--- src/rtl/rv_pkg.sv ---
// Shared RV32I constants for the MEM stage: opcodes, load/store funct3 codes,
// write-back select encodings, the pipeline bubble instruction and the LSU
// FSM state type.
package rv_pkg;

  localparam logic [6:0] OP_LOAD  = 7'b0000011;
  localparam logic [6:0] OP_STORE = 7'b0100011;

  localparam logic [2:0] F3_B  = 3'b000;
  localparam logic [2:0] F3_H  = 3'b001;
  localparam logic [2:0] F3_W  = 3'b010;
  localparam logic [2:0] F3_BU = 3'b100;
  localparam logic [2:0] F3_HU = 3'b101;

  localparam logic [1:0] WB_MEM = 2'd0;
  localparam logic [1:0] WB_ALU = 2'd1;
  localparam logic [1:0] WB_PC4 = 2'd2;

  localparam logic [31:0] NOP_INSTR = 32'h0000_0013;

  typedef enum logic {
    ST_IDLE = 1'b0,
    ST_WAIT = 1'b1
  } lsu_state_t;

endpackage

--- src/rtl/mem_stage_lsu_if.sv ---
// Data-memory req/ack bus.
//   dmem_req/we/addr/wdata/wstrb : request side, driven by the LSU (master)
//   dmem_rdata/dmem_ack          : response side, driven by memory (slave)
interface mem_stage_lsu_if;
  logic        dmem_req;
  logic        dmem_we;
  logic [31:0] dmem_addr;
  logic [31:0] dmem_wdata;
  logic [3:0]  dmem_wstrb;
  logic [31:0] dmem_rdata;
  logic        dmem_ack;

  modport master (
    output dmem_req, dmem_we, dmem_addr, dmem_wdata, dmem_wstrb,
    input  dmem_rdata, dmem_ack
  );

  modport slave (
    input  dmem_req, dmem_we, dmem_addr, dmem_wdata, dmem_wstrb,
    output dmem_rdata, dmem_ack
  );
endinterface

--- src/rtl/lsu_lane_align.sv ---
// Combinational lane steering for the MEM stage.
//   funct3      : access size/sign from the instruction
//   addr_lo     : byte offset within the word
//   is_store    : store strobes/data are produced only for stores
//   store_data  : rs2 value
//   load_raw    : raw word from memory
//   wdata/wstrb : replicated store data and byte strobes
//   load_data   : extracted and extended load value
//   misaligned  : access size not aligned to addr_lo (valid for any op)
module lsu_lane_align
  import rv_pkg::*;
(
  input  logic [2:0]  funct3,
  input  logic [1:0]  addr_lo,
  input  logic        is_store,
  input  logic [31:0] store_data,
  input  logic [31:0] load_raw,
  output logic [31:0] wdata,
  output logic [3:0]  wstrb,
  output logic [31:0] load_data,
  output logic        misaligned
);

  logic [7:0]  byte_sel;
  logic [15:0] half_sel;

  always_comb begin
    case (addr_lo)
      2'd0:    byte_sel = load_raw[7:0];
      2'd1:    byte_sel = load_raw[15:8];
      2'd2:    byte_sel = load_raw[23:16];
      default: byte_sel = load_raw[31:24];
    endcase
    half_sel = addr_lo[1] ? load_raw[31:16] : load_raw[15:0];
  end

  // Size comes from funct3[1:0]; the undefined load codes 3/6/7 land on word.
  always_comb begin
    wdata      = '0;
    wstrb      = '0;
    misaligned = 1'b0;
    case (funct3[1:0])
      2'b00: begin
        if (is_store) begin
          wstrb = 4'b0001 << addr_lo;
          wdata = {4{store_data[7:0]}};
        end
      end
      2'b01: begin
        misaligned = addr_lo[0];
        if (is_store) begin
          wstrb = 4'b0011 << addr_lo;
          wdata = {2{store_data[15:0]}};
        end
      end
      default: begin
        misaligned = |addr_lo;
        if (is_store) begin
          wstrb = 4'b1111;
          wdata = store_data;
        end
      end
    endcase
  end

  always_comb begin
    case (funct3)
      F3_B:    load_data = {{24{byte_sel[7]}}, byte_sel};
      F3_H:    load_data = {{16{half_sel[15]}}, half_sel};
      F3_BU:   load_data = {24'd0, byte_sel};
      F3_HU:   load_data = {16'd0, half_sel};
      default: load_data = load_raw;
    endcase
  end

endmodule

--- src/rtl/mem_stage_lsu.sv ---
// MEM stage of the RV32I pipeline: issues loads/stores over the dmem req/ack
// bus, stalls upstream while an access is outstanding, selects write-back
// data and holds the MEM/WB register.
//   clk, reset            : clock, async active-high reset
//   pc_in .. WBsel_in     : EX/MEM register outputs
//   dmem                  : data-memory bus (master side)
//   stall_out             : freeze PC/IF/ID/EX and EX/MEM
//   misalign_err          : one-cycle pulse per misaligned access
//   *_MEMWB_out           : MEM/WB register
module mem_stage_lsu
  import rv_pkg::*;
#(
  parameter logic [31:0] NOP_INSTR = rv_pkg::NOP_INSTR
) (
  input  logic                   clk,
  input  logic                   reset,
  input  logic [31:0]            pc_in,
  input  logic [31:0]            instruction_in,
  input  logic [31:0]            alu_result_in,
  input  logic [31:0]            regOut_B_in,
  input  logic                   RegWEn_in,
  input  logic                   MemRW_in,
  input  logic [1:0]             WBsel_in,
  mem_stage_lsu_if.master        dmem,
  output logic                   stall_out,
  output logic                   misalign_err,
  output logic [31:0]            pc_MEMWB_out,
  output logic [31:0]            instruction_MEMWB_out,
  output logic [31:0]            wb_data_MEMWB_out,
  output logic                   RegWEn_MEMWB_out
);

  logic        is_load, is_store, mem_op, misaligned;
  logic [31:0] lane_wdata, load_data, wb_sel_data;
  logic [3:0]  lane_wstrb;

  assign is_load  = (instruction_in[6:0] == OP_LOAD);
  assign is_store = MemRW_in;
  assign mem_op   = is_load | is_store;

  lsu_lane_align u_align (
    .funct3     (instruction_in[14:12]),
    .addr_lo    (alu_result_in[1:0]),
    .is_store   (is_store),
    .store_data (regOut_B_in),
    .load_raw   (dmem.dmem_rdata),
    .wdata      (lane_wdata),
    .wstrb      (lane_wstrb),
    .load_data  (load_data),
    .misaligned (misaligned)
  );

  always_comb begin
    case (WBsel_in)
      WB_MEM:  wb_sel_data = load_data;
      WB_PC4:  wb_sel_data = pc_in + 32'd4;
      default: wb_sel_data = alu_result_in;
    endcase
  end

  lsu_state_t  state_q, state_d;
  logic        req_q, req_d, we_q, we_d, misalign_q, misalign_d;
  logic [31:0] addr_q, addr_d, wdata_q, wdata_d;
  logic [3:0]  wstrb_q, wstrb_d;
  logic [31:0] pc_q, pc_d, instr_q, instr_d, wb_q, wb_d;
  logic        regwen_q, regwen_d;
  logic        stall, capture;

  always_comb begin
    state_d    = state_q;
    req_d      = req_q;
    we_d       = we_q;
    addr_d     = addr_q;
    wdata_d    = wdata_q;
    wstrb_d    = wstrb_q;
    misalign_d = 1'b0;
    stall      = 1'b0;
    capture    = 1'b0;
    case (state_q)
      ST_IDLE: begin
        if (mem_op && !misaligned) begin
          stall   = 1'b1;
          state_d = ST_WAIT;
          req_d   = 1'b1;
          we_d    = is_store;
          addr_d  = {alu_result_in[31:2], 2'b00};
          wdata_d = lane_wdata;
          wstrb_d = lane_wstrb;
        end else begin
          capture    = 1'b1;
          misalign_d = mem_op;
        end
      end
      ST_WAIT: begin
        // EX/MEM is frozen while waiting, so the decode inputs still describe
        // the access in flight when the ack arrives.
        if (dmem.dmem_ack) begin
          capture = 1'b1;
          req_d   = 1'b0;
          state_d = ST_IDLE;
        end else begin
          stall = 1'b1;
        end
      end
      default: state_d = ST_IDLE;
    endcase

    pc_d = pc_in;
    if (capture) begin
      instr_d  = instruction_in;
      wb_d     = wb_sel_data;
      regwen_d = RegWEn_in & ~is_store & ~(mem_op & misaligned);
    end else begin
      instr_d  = NOP_INSTR;
      wb_d     = '0;
      regwen_d = 1'b0;
    end
  end

  always_ff @(posedge clk or posedge reset) begin
    if (reset) begin
      state_q    <= ST_IDLE;
      req_q      <= 1'b0;
      we_q       <= 1'b0;
      addr_q     <= '0;
      wdata_q    <= '0;
      wstrb_q    <= '0;
      misalign_q <= 1'b0;
      pc_q       <= '0;
      instr_q    <= NOP_INSTR;
      wb_q       <= '0;
      regwen_q   <= 1'b0;
    end else begin
      state_q    <= state_d;
      req_q      <= req_d;
      we_q       <= we_d;
      addr_q     <= addr_d;
      wdata_q    <= wdata_d;
      wstrb_q    <= wstrb_d;
      misalign_q <= misalign_d;
      pc_q       <= pc_d;
      instr_q    <= instr_d;
      wb_q       <= wb_d;
      regwen_q   <= regwen_d;
    end
  end

  assign dmem.dmem_req        = req_q;
  assign dmem.dmem_we         = we_q;
  assign dmem.dmem_addr       = addr_q;
  assign dmem.dmem_wdata      = wdata_q;
  assign dmem.dmem_wstrb      = wstrb_q;
  // Stall is decoded from live EX/MEM inputs; hold it low throughout reset.
  assign stall_out             = stall & ~reset;
  assign misalign_err          = misalign_q;
  assign pc_MEMWB_out          = pc_q;
  assign instruction_MEMWB_out = instr_q;
  assign wb_data_MEMWB_out     = wb_q;
  assign RegWEn_MEMWB_out      = regwen_q;

endmodule
--- src/flat_wrapper.sv ---
// flat-port wrapper written by rule: the top's interface ports become plain ports
module mem_stage_lsu_flat import rv_pkg::*;
#(
  parameter logic [31:0] NOP_INSTR = rv_pkg::NOP_INSTR
)
  (clk, reset, pc_in, instruction_in, alu_result_in, regOut_B_in, RegWEn_in, MemRW_in, WBsel_in, stall_out, misalign_err, pc_MEMWB_out, instruction_MEMWB_out, wb_data_MEMWB_out, RegWEn_MEMWB_out, dmem_dmem_req, dmem_dmem_we, dmem_dmem_addr, dmem_dmem_wdata, dmem_dmem_wstrb, dmem_dmem_rdata, dmem_dmem_ack);
  mem_stage_lsu_if dmem_i ();
  input  logic clk;
  input  logic reset;
  input  logic [31:0] pc_in;
  input  logic [31:0] instruction_in;
  input  logic [31:0] alu_result_in;
  input  logic [31:0] regOut_B_in;
  input  logic RegWEn_in;
  input  logic MemRW_in;
  input  logic [1:0] WBsel_in;
  output logic stall_out;
  output logic misalign_err;
  output logic [31:0] pc_MEMWB_out;
  output logic [31:0] instruction_MEMWB_out;
  output logic [31:0] wb_data_MEMWB_out;
  output logic RegWEn_MEMWB_out;
  output wire logic [$bits(dmem_i.dmem_req)-1:0] dmem_dmem_req;
  output wire logic [$bits(dmem_i.dmem_we)-1:0] dmem_dmem_we;
  output wire logic [$bits(dmem_i.dmem_addr)-1:0] dmem_dmem_addr;
  output wire logic [$bits(dmem_i.dmem_wdata)-1:0] dmem_dmem_wdata;
  output wire logic [$bits(dmem_i.dmem_wstrb)-1:0] dmem_dmem_wstrb;
  input wire logic [$bits(dmem_i.dmem_rdata)-1:0] dmem_dmem_rdata;
  input wire logic [$bits(dmem_i.dmem_ack)-1:0] dmem_dmem_ack;
  assign dmem_dmem_req = dmem_i.dmem_req;
  assign dmem_dmem_we = dmem_i.dmem_we;
  assign dmem_dmem_addr = dmem_i.dmem_addr;
  assign dmem_dmem_wdata = dmem_i.dmem_wdata;
  assign dmem_dmem_wstrb = dmem_i.dmem_wstrb;
  assign dmem_i.dmem_rdata = dmem_dmem_rdata;
  assign dmem_i.dmem_ack = dmem_dmem_ack;
  mem_stage_lsu #(.NOP_INSTR(NOP_INSTR)) u_core (.clk(clk), .reset(reset), .pc_in(pc_in), .instruction_in(instruction_in), .alu_result_in(alu_result_in), .regOut_B_in(regOut_B_in), .RegWEn_in(RegWEn_in), .MemRW_in(MemRW_in), .WBsel_in(WBsel_in), .dmem(dmem_i), .stall_out(stall_out), .misalign_err(misalign_err), .pc_MEMWB_out(pc_MEMWB_out), .instruction_MEMWB_out(instruction_MEMWB_out), .wb_data_MEMWB_out(wb_data_MEMWB_out), .RegWEn_MEMWB_out(RegWEn_MEMWB_out));
endmodule
--- config.mk ---
export PLATFORM = sky130hd
export DESIGN_NAME = mem_stage_lsu_flat
export DESIGN_NICKNAME = d
export VERILOG_FILES = /design/src/rtl/rv_pkg.sv /design/src/rtl/mem_stage_lsu_if.sv /design/src/rtl/lsu_lane_align.sv /design/src/rtl/mem_stage_lsu.sv /design/src/flat_wrapper.sv
export SDC_FILE = /design/constraint.sdc
export NUM_CORES = 1
export LEC_CHECK = 0
export ABC_CLOCK_PERIOD_IN_PS = 7630
export CORE_AREA = 2 2 105 183
export CTS_CLUSTER_DIAMETER = 120
export DETAILED_ROUTE_END_ITERATION = 8
export DIE_AREA = 0 0 107 185
export MAX_ROUTING_LAYER = met4
export PLACE_DENSITY_LB_ADDON = 0.15
export SLEW_MARGIN = 20
export SYNTH_ARGS = -nofsm -noshare
export SYNTH_HDL_FRONTEND = slang
export SYNTH_SLANG_ARGS = --single-unit
--- constraint.sdc ---
create_clock -name clk -period 7.63 [get_ports clk]
set_input_delay 1.526 -clock clk [delete_from_list [all_inputs] [get_ports clk]]
set_output_delay 1.526 -clock clk [all_outputs]
set_load 0.1 [all_outputs]
---- Word level (Yosys, flattened, before mapping) ----
Cells that the tools add are included.
storage, ports and cells
  register bits after elaboration ......... 167
  bits of input ports ..................... 167
  output and inout bits ................... 169
operators by class
  reduce and logical (&&, ||, !) cells .... 9
  bitwise gates (word level) .............. 9
  shifts and indexed selects .............. 2
  equality and inequality tests ........... 10
  add/subtract/negate cells ............... 1
  mux-type cells .......................... 27
operators by type and width
  cell                     number
  $mux W32                 5
  $pmux W32 S2             2
  $pmux W32 S4             1
  $add A32 B3 Y32 const B  1
  $pmux W8 S3              1
  $mux W16                 1
  $mux W4                  3
  $mux W1                  9
  $pmux W1 S2              4
  $pmux W4 S2              1
  $eq A7 B2 Y1 const B     1
  $eq A3 B3 Y1 const B     2
  $logic_not A2 Y1         3
  $and A1 B1 Y1            4
  $eq A2 B1 Y1 const B     2
  $eq A2 B2 Y1 const B     2
  $not A1 Y1               4
  $reduce_and A2 Y1        2
  $shl A1 B2 Y4 const A    1
  $shl A2 B2 Y4 const A    1
  $eq A3 B1 Y1 const B     1
  $logic_not A3 Y1         1
  $ne A2 B1 Y1 const B     1
  $ne A2 B2 Y1 const B     1
  4 further kinds          4

---- Depth between registers and ports, before layout ----
  depth in word-level cells ............... 7
  gate-level depth with buffers ........... 10
  mapped depth without buffers ............ 7

---- Hierarchy ----
A second synthesis with hierarchy kept.
second synthesis, totals
  cell total of the unflattened synthesis .. 735
  area, all modules ....................... 8047.7 um^2
modules (own cells, without submodules)
  module          instances  cells an instance  area an instance (um^2)
  mem_stage_lsu   1          508                6700.2
  lsu_lane_align  1          227                1347.5

---- Worst setup path after synthesis ----
Ideal clock, no wire load.
  path kind ............................... input-to-output
  from .................................... in alu_result_in[1]
  to ...................................... out stall_out
  data required time ...................... 6104 ps
  stages .................................. 8
  setup slack ............................. 2041 ps
  path buffers ............................ 2
  arrival time ............................ 4063 ps
  cells stage by stage .................... buf_2 -> clkinv_1 -> ha_1 -> nor2b_1 -> a311oi_1 -> a2bb2oi_1 -> clkbuf_1 -> nor2_1
between the ends
  cells in the longest elaborated chain, start to end .. 7
RTL lines
  item                 RTL line              text
  start: declaration   flat_wrapper.sv:12    input logic [31:0] alu_result_in;
  $reduce_or A2 Y1     lsu_lane_align.sv:57  misaligned = |addr_lo;
  $pmux W1 S2          lsu_lane_align.sv:42  case (funct3[1:0])
  $logic_not A1 Y1     mem_stage_lsu.sv:81   if (mem_op && !misaligned) begin
  $logic_and A1 B1 Y1  mem_stage_lsu.sv:81
  $mux W1              mem_stage_lsu.sv:81
  $pmux W1 S2          mem_stage_lsu.sv:79   case (state_q)
  $and A1 B1 Y1        mem_stage_lsu.sv:154  assign stall_out = stall & ~reset;
  end: declaration     flat_wrapper.sv:17    output logic stall_out;
No other way between the ends.

---- Worst setup path in the final report ----
Ends and elaborated chain as after synthesis.

==> impl_metrics.tcl <==
set metrics [dict create \
    p_leak_uw 0.00481 \
    worstPathCellList "clkdlybuf4s50_1 -> clkinv_1 -> ha_1 -> nor2b_1 -> a311oi_2 -> buf_4 -> a2bb2oi_2 -> nor2_1 -> buf_12" \
    num_io_pins 336 \
    crit_type "in2out" \
    period_share_pct 71.6 \
    dieHeight_um 185 \
    crit_end "stall_out" \
    worst-path-stages 9 \
    grt_max_degree 96 \
    clkTransAtPathRegs_ns 0.06 \
    syn_inst 713 \
    p_total_uw 3690 \
    synthMuxAreaShare_pct 6.70 \
    rsz0062_at_grt "false" \
    wl_per_cell_um 21.3 \
    slew_headroom_pct 28.6 \
    ys_seq_area_share_pct 55.3 \
    avgViaCountPerCell 5.49 \
    synth-compound-area-share_pct 16.9 \
    yosysMostFrequentCell "dfrtp_1" \
    tightest_slew_ns 1.06 \
    setup_viol 0 \
    powerDensity_nw_per_um2 316 \
    hold_class "reg2reg" \
    place.gp.congestion 0.893 \
    post-route-worst-setup-slack_ns 2.17 \
    fin_setup_tns_ns 0 \
    synth-edff-count 0 \
    rrSetupSlack_ns 4.82 \
    final_cells 1276 \
    wl_um 27200 \
    crit_start "alu_result_in[1]" \
    drive_above_1_share_pct 9.16 \
    drtPass1Iterations 6 \
    post_cts_buffers 0 \
    cts_tree "built" \
    area_growth_pct 54.7 \
    yosys.cell_types.count 65 \
    antenna_found_initial 1 \
    crit_slowest_cell "clkdlybuf4s50_1" \
    synth-seq-cells 167 \
    crit_path_end_kind "output port" \
    synth_top_area_share_pct 54.2 \
    dp_cells 1242 \
    yosysTopAreaCell "dfrtp_1" \
    core_area_um2 18400 \
    vdd_drop_max_mv 0.250 \
    layout.nets 1197 \
    worst_skew_pair.late_latency_ns 0.43 \
    synthArstFlopShare_pct 100 \
    finalHoldViolCount 0 \
    numPortBuffers 333 \
    drtAntennaViolNets 0 \
    cts.sinks 167 \
    grt_pass1_vias 6930 \
    hpwl_um 20300 \
    synth_area_per_cell_um2 10.6 \
    numCtsBuffers 17 \
    track_usage_pct 28.1 \
    final_util_pct 63.5 \
    cts_root_buf "clkbuf_16" \
    status "finished clean" \
    rows 66 \
    yosys_warnings 0 \
    synth_area_um2 7570 \
    cts_resized 0 \
    cp_max_fo 12 \
    start_util_pct 41.1 \
    crit_family "buffers and inverters" \
    ys.flop_type "dfrtp_1" \
    synth_common_cells "dfrtp_1, nand2_1, o21ai_0, clkbuf_1, mux2_2" \
    cts_hold_buf 0 \
    synth_xor_area_share_pct 1.27 \
    drc 0 \
    cts_max_level 4 \
    drt_iter0_drc 385 \
    r2r_cells 6 \
    maxCapViolCount 0 \
    fin_skew_ns 0.00843 \
    arrival_ns 3.94 \
    synth-simple-area-share_pct 15.0 \
    globalRouteOverflowTotal 0 \
    yosys-top-cells-area "dfrtp_1, mux2_2, nand2_1" \
    synthAdderAreaFrac_pct 0.992 \
    synth_top_family_by_area "compound AO/OA/AOI/OAI gates" \
    die_w_um 107 \
    pre_cts_ws_ns 2.19 \
    vias 6999 \
    grt_first_pass_wirelength_um 40100 \
    slowest_delay_ns 0.74 \
    start_kind "primary input" \
    fin_crit_ns 5.46 \
    dieArea_um2 19800 \
    max_freq_ghz 0.183 \
    r2r_start "u_core.state_q" \
    slew_viol_final 0 \
    path_buf_inv 4 \
    cts_buffer_depth 2 \
    reg2reg_to "u_core.wb_data_MEMWB_out[28]" \
    critPathRequiredTime_ns 6.10 \
]
## area by class of cell
class                   instances  area (um^2)
fillers                      1542         6710
flip-flops and latches        167         4180
repair buffers                344         3430
multi-input cells             479         3120
clock buffers                  21          460
well taps                     238          298
clock inverters                11          150
inverters                      15         61.3
diodes                          1         2.50
## layout by cell type, fill, tap and decap left out, drive strengths merged, types with 15 or more instances in the layout
cell	count
clkdlybuf4s50	332
dfrtp	164
nand2	104
o21ai	56
mux2	37
and2	28
clkbuf	21
a21oi	20
a31oi	17
nand4	16
nor2	15
## stage by stage
step,hold WS [ns],area [um^2]
finish,0.480,11700
global route,0.519,11700
CTS,0.484,11700
detailed placement,0.470,11100
global placement,0.458,11100
floorplan,0.444,7570
## sequential cells by signal, indices dropped and copies added (netlist names)
register	flops
u_core.dmem.dmem_wdata	32
u_core.instruction_MEMWB_out	32
u_core.pc_MEMWB_out	32
u_core.wb_data_MEMWB_out	32
u_core.dmem.dmem_addr	30
u_core.dmem.dmem_wstrb	4
u_core.RegWEn_MEMWB_out	1
u_core.dmem.dmem_req	1
u_core.dmem.dmem_we	1
u_core.misalign_err	1
u_core.state_q	1
## where the power goes
part | switching (uW) | internal (uW) | total, uW
registers | 60.1 | 1020 | 1080
clock network | 365 | 535 | 899
logic | 1300 | 413 | 1710
total | 1720 | 1970 | 3690
## kinds of logic (layout without fill, tap and decap cells)
| logic type | after synthesis | count (layout) |
|---|---|---|
| and+or+nand+nor | 229 | 229 |
| AOI/OAI and AO/OA | 185 | 185 |
| DFF | 167 | 167 |
| buffers and inverters | 68 | 391 |
| muxes | 46 | 46 |
| xor gates and xnor gates | 11 | 11 |
| adders and majority gates | 6 | 6 |
| other | 1 | 3 |
## layer usage
metal | up-vias | track usage, % | wire length (um)
met1 | 3401 | 30.3 | 9530
met5 | - | - | 0
met4 | 0 | 11.6 | 909
met3 | 58 | 6.05 | 1880
li1 | 3202 | - | -
met2 | 338 | 49.6 | 14900
## worst register-to-register path, stage by stage, from the launching register on
cell and delay (ns):
dfrtp_1 0.41, a311oi_2 0.06, buf_4 0.22, a2bb2oi_2 0.21
buf_4 0.36, clkinv_1 0.92, a31oi_1 0.51
## how the worst min path moves through the flow
stage | depth (start not counted) | from | slack, ns | to
6_report | 2 | u_core.dmem.dmem_addr[31] | 0.48 | u_core.dmem.dmem_addr[31]
5_1_grt | 1 | u_core.dmem.dmem_we | 0.52 | u_core.dmem.dmem_we
4_1_cts | 2 | u_core.dmem.dmem_addr[31] | 0.48 | u_core.dmem.dmem_addr[31]
3_5_place_dp | 2 | u_core.dmem.dmem_addr[31] | 0.47 | u_core.dmem.dmem_addr[31]
3_3_place_gp | 2 | u_core.dmem.dmem_req | 0.46 | u_core.dmem.dmem_req
2_1_floorplan | 1 | u_core.state_q | 0.44 | u_core.misalign_err
(Power assumes the default switching activity.)
==> edit, RTL diff (same flow settings) <==
Register the output `misalign_err` once more, cleared by the reset; this adds one clock of latency there. The other outputs are not delayed to match. Comments in the files are not updated.
--- a/src/rtl/mem_stage_lsu.sv
+++ b/src/rtl/mem_stage_lsu.sv
@@ -153,5 +153,11 @@
   // Stall is decoded from live EX/MEM inputs; hold it low throughout reset.
   assign stall_out             = stall & ~reset;
-  assign misalign_err          = misalign_q;
+  always_ff @(posedge clk or posedge reset) begin
+    if (reset) begin
+      misalign_err <= '0;
+    end else begin
+      misalign_err <= misalign_q;
+    end
+  end
   assign pc_MEMWB_out          = pc_q;
   assign instruction_MEMWB_out = instr_q;
Formal check against the unedited RTL: not equivalent (Yosys sat finds a counterexample within 4 cycles, from zero or initial values and one cycle with reset high).
==> edit against the unedited design <==
Total power down 0.12%. First-iteration DRC count down 10%. Wire length down 0.50%. Die area unchanged. Final cell count up 1.0%. Clock power down 5.0%. Synthesized cell count up 2.2%. Worst setup slack about the same. Final area up 1.1%. Area after synthesis up 2.6%. Worst hold slack worse by 0.13 ns. Clock skew about the same. Sequential cell count up 1. Global-route usage up 0.25 points. Largest power group unchanged.
==> edit: results (changes against the unedited design) <==
| Metric | Value |
|---|---|
| Root Buffer | clkbuf_16 (unchanged) |
| Final HPWL DP | 20.22 mm (was 20.29 mm) |
| Final worst path period share | 71.59% (about the same) |
| Worst EP arrival | 3.94 ns (about the same) |
| Largest cells by area after synthesis | dfrtp_1 (53%), mux2_2 (5.9%), nand2_1 (4.9%) (was dfrtp_1 (54%), mux2_2 (5.5%), nand2_1 (5.1%)) |
| Slew of the pin with the lowest slew margin | 1.054 ns (was 1.064 ns) |
| R2R setup slack | 5.11 ns (was 4.82 ns) |
| Critical-path maximum fanout | 19 (was 12) |
| Seq/Total Area, Yosys | 54.19% (was 55.28%) |
| Worst Reg2Reg Path Length in Cells | 5 (was 6) |
| Post-route DRC | 0 (unchanged) |
| VDD IR max | 202.3 uV (was 250.0 uV) |
| Pre-CTS WS | 2.166 ns (was 2.187 ns) |
| Share of layout cells above drive strength 1 | 10.00% (was 9.161%) |
| Most frequent cells after synthesis | dfrtp_1 (165), nand2_1 (101), mux2_2 (41), clkbuf_1 (39), o21ai_0 (34) (was dfrtp_1 (164), nand2_1 (103), o21ai_0 (56), clkbuf_1 (44), mux2_2 (37)) |
| Count of input and output buffers | 333 (unchanged) |
| Placed instance area | 11,250 um^2 (was 11,080 um^2) |
| Final nets | 1,210 (was 1,197) |
| Leak | 4.886 nW (was 4.809 nW) |
| Hold/Removal Path Class | reg2reg (unchanged) |
| All-Layer GR Usage | 28.33% (was 28.07%) |
| Net switching power | 1.759 mW (was 1.723 mW) |
| Slowest CP cell | clkdlybuf4s50_1 (unchanged) |
| TritonCTS Buffers | 17 (unchanged) |
| Crit Reg-Reg Endpoint | u_core.dmem.dmem_addr[8] (was u_core.wb_data_MEMWB_out[28]) |
| First-pass GRT wire length | 40.52 mm (was 40.11 mm) |
| HP Start | u_core.misalign_q (was u_core.dmem.dmem_addr[31]) |
| Vias in the first global route | 7,087 (was 6,930) |
| Post-CTS setup repair buffer count | 0 (unchanged) |
| WL final | 27.08 mm (was 27.22 mm) |
| FILL cells | 1,554 (was 1,542) |
| Initial DRC count | 345 (was 385) |
| Vias after detailed routing | 6,984 (was 6,999) |
| Clock skew | 0.008374 ns (was 0.008425 ns) |
| Largest net degree at the start of global routing | 116 (was 96) |
| Antenna violations before repair | 0 (was 1) |
| Outcome | finished clean (unchanged) |
| Drt pass-1 iters | 5 (was 6) |
| Synth async-reset ratio | 100.0% (unchanged) |
| Gpl congestion | 0.9135 (was 0.8931) |
| Post-synthesis cell type count | 62 (was 65) |
| Worst path max stage delay | 0.71 ns (was 0.74 ns) |
| H-tree Lvls | 4 (unchanged) |
| Final instance area | 11,830 um^2 (was 11,700 um^2) |
edit: cells by family (layout without fill, tap and decap cells):
group                      Yosys count  in the layout  synth area share (%)
buffers and inverters               69            389                 3.835
muxes                               49             49                 6.977
and+or+nand+nor                    257            257                 16.77
xor gates and xnor gates            10             10                 1.128
DFF                                168            168                 54.19
other                                1              3               0.04829
AOI/OAI and AO/OA                  169            169                 16.08
adders and majority gates            6              6                0.9668
edit: metal layers:
| metal | track usage, % | share of wire (%) | vias up |
|---|---|---|---|
| met5 | - | 0 | - |
| met4 | 12.52 | 4.0 | 0 |
| met3 | 5.982 | 6.3 | 56 |
| met2 | 49.17 | 54 | 323 |
| met1 | 31.09 | 36 | 3376 |
| li1 | - | - | 3229 |
edit: critical path: cells and delay by family:
family | cells | cell delay (ns)
buffers and inverters | 4 | 1.53
and+or+nand+nor | 2 | 0.29
AOI/OAI and AO/OA | 2 | 0.29
adders and majority gates | 1 | 0.28
edit: worst min-delay path by stage:
stage,end,depth (start not counted)
after floorplan,u_core.misalign_err,0
after global placement,u_core.misalign_err,0
after detailed placement,u_core.misalign_err,0
after CTS,u_core.misalign_err,0
after global routing,u_core.misalign_err,0
final,u_core.misalign_err,0
edit: stage by stage:
stage	power (mW)	std cells	hold slack, ns
after floorplan	2.363	730	0.3312
after global placement	2.846	1256	0.3341
after detailed placement	2.854	1256	0.3411
after CTS	3.715	1288	0.3558
after global routing	3.811	1288	0.3578
final	3.689	1289	0.3533
edit: power groups by stage:
stage	Sequential [mW]	Clock (mW)	Combinational (mW)
after floorplan	2.13	0	0.234
after global placement	1.10	0	1.74
after detailed placement	1.11	0	1.75
final	1.09	0.854	1.74
after global routing	1.11	0.908	1.79
after CTS	1.09	0.871	1.75
edit: cell type report:
type / count / area share (%)
antenna: 1 / 0.02115
clock buffer: 20 / 3.944
clock inverter: 12 / 0.9727
inverter: 14 / 0.5075
multi-input combinational: 493 / 27.60
sequential: 168 / 35.56
tap: 238 / 2.516
timing repair buffer: 343 / 28.89
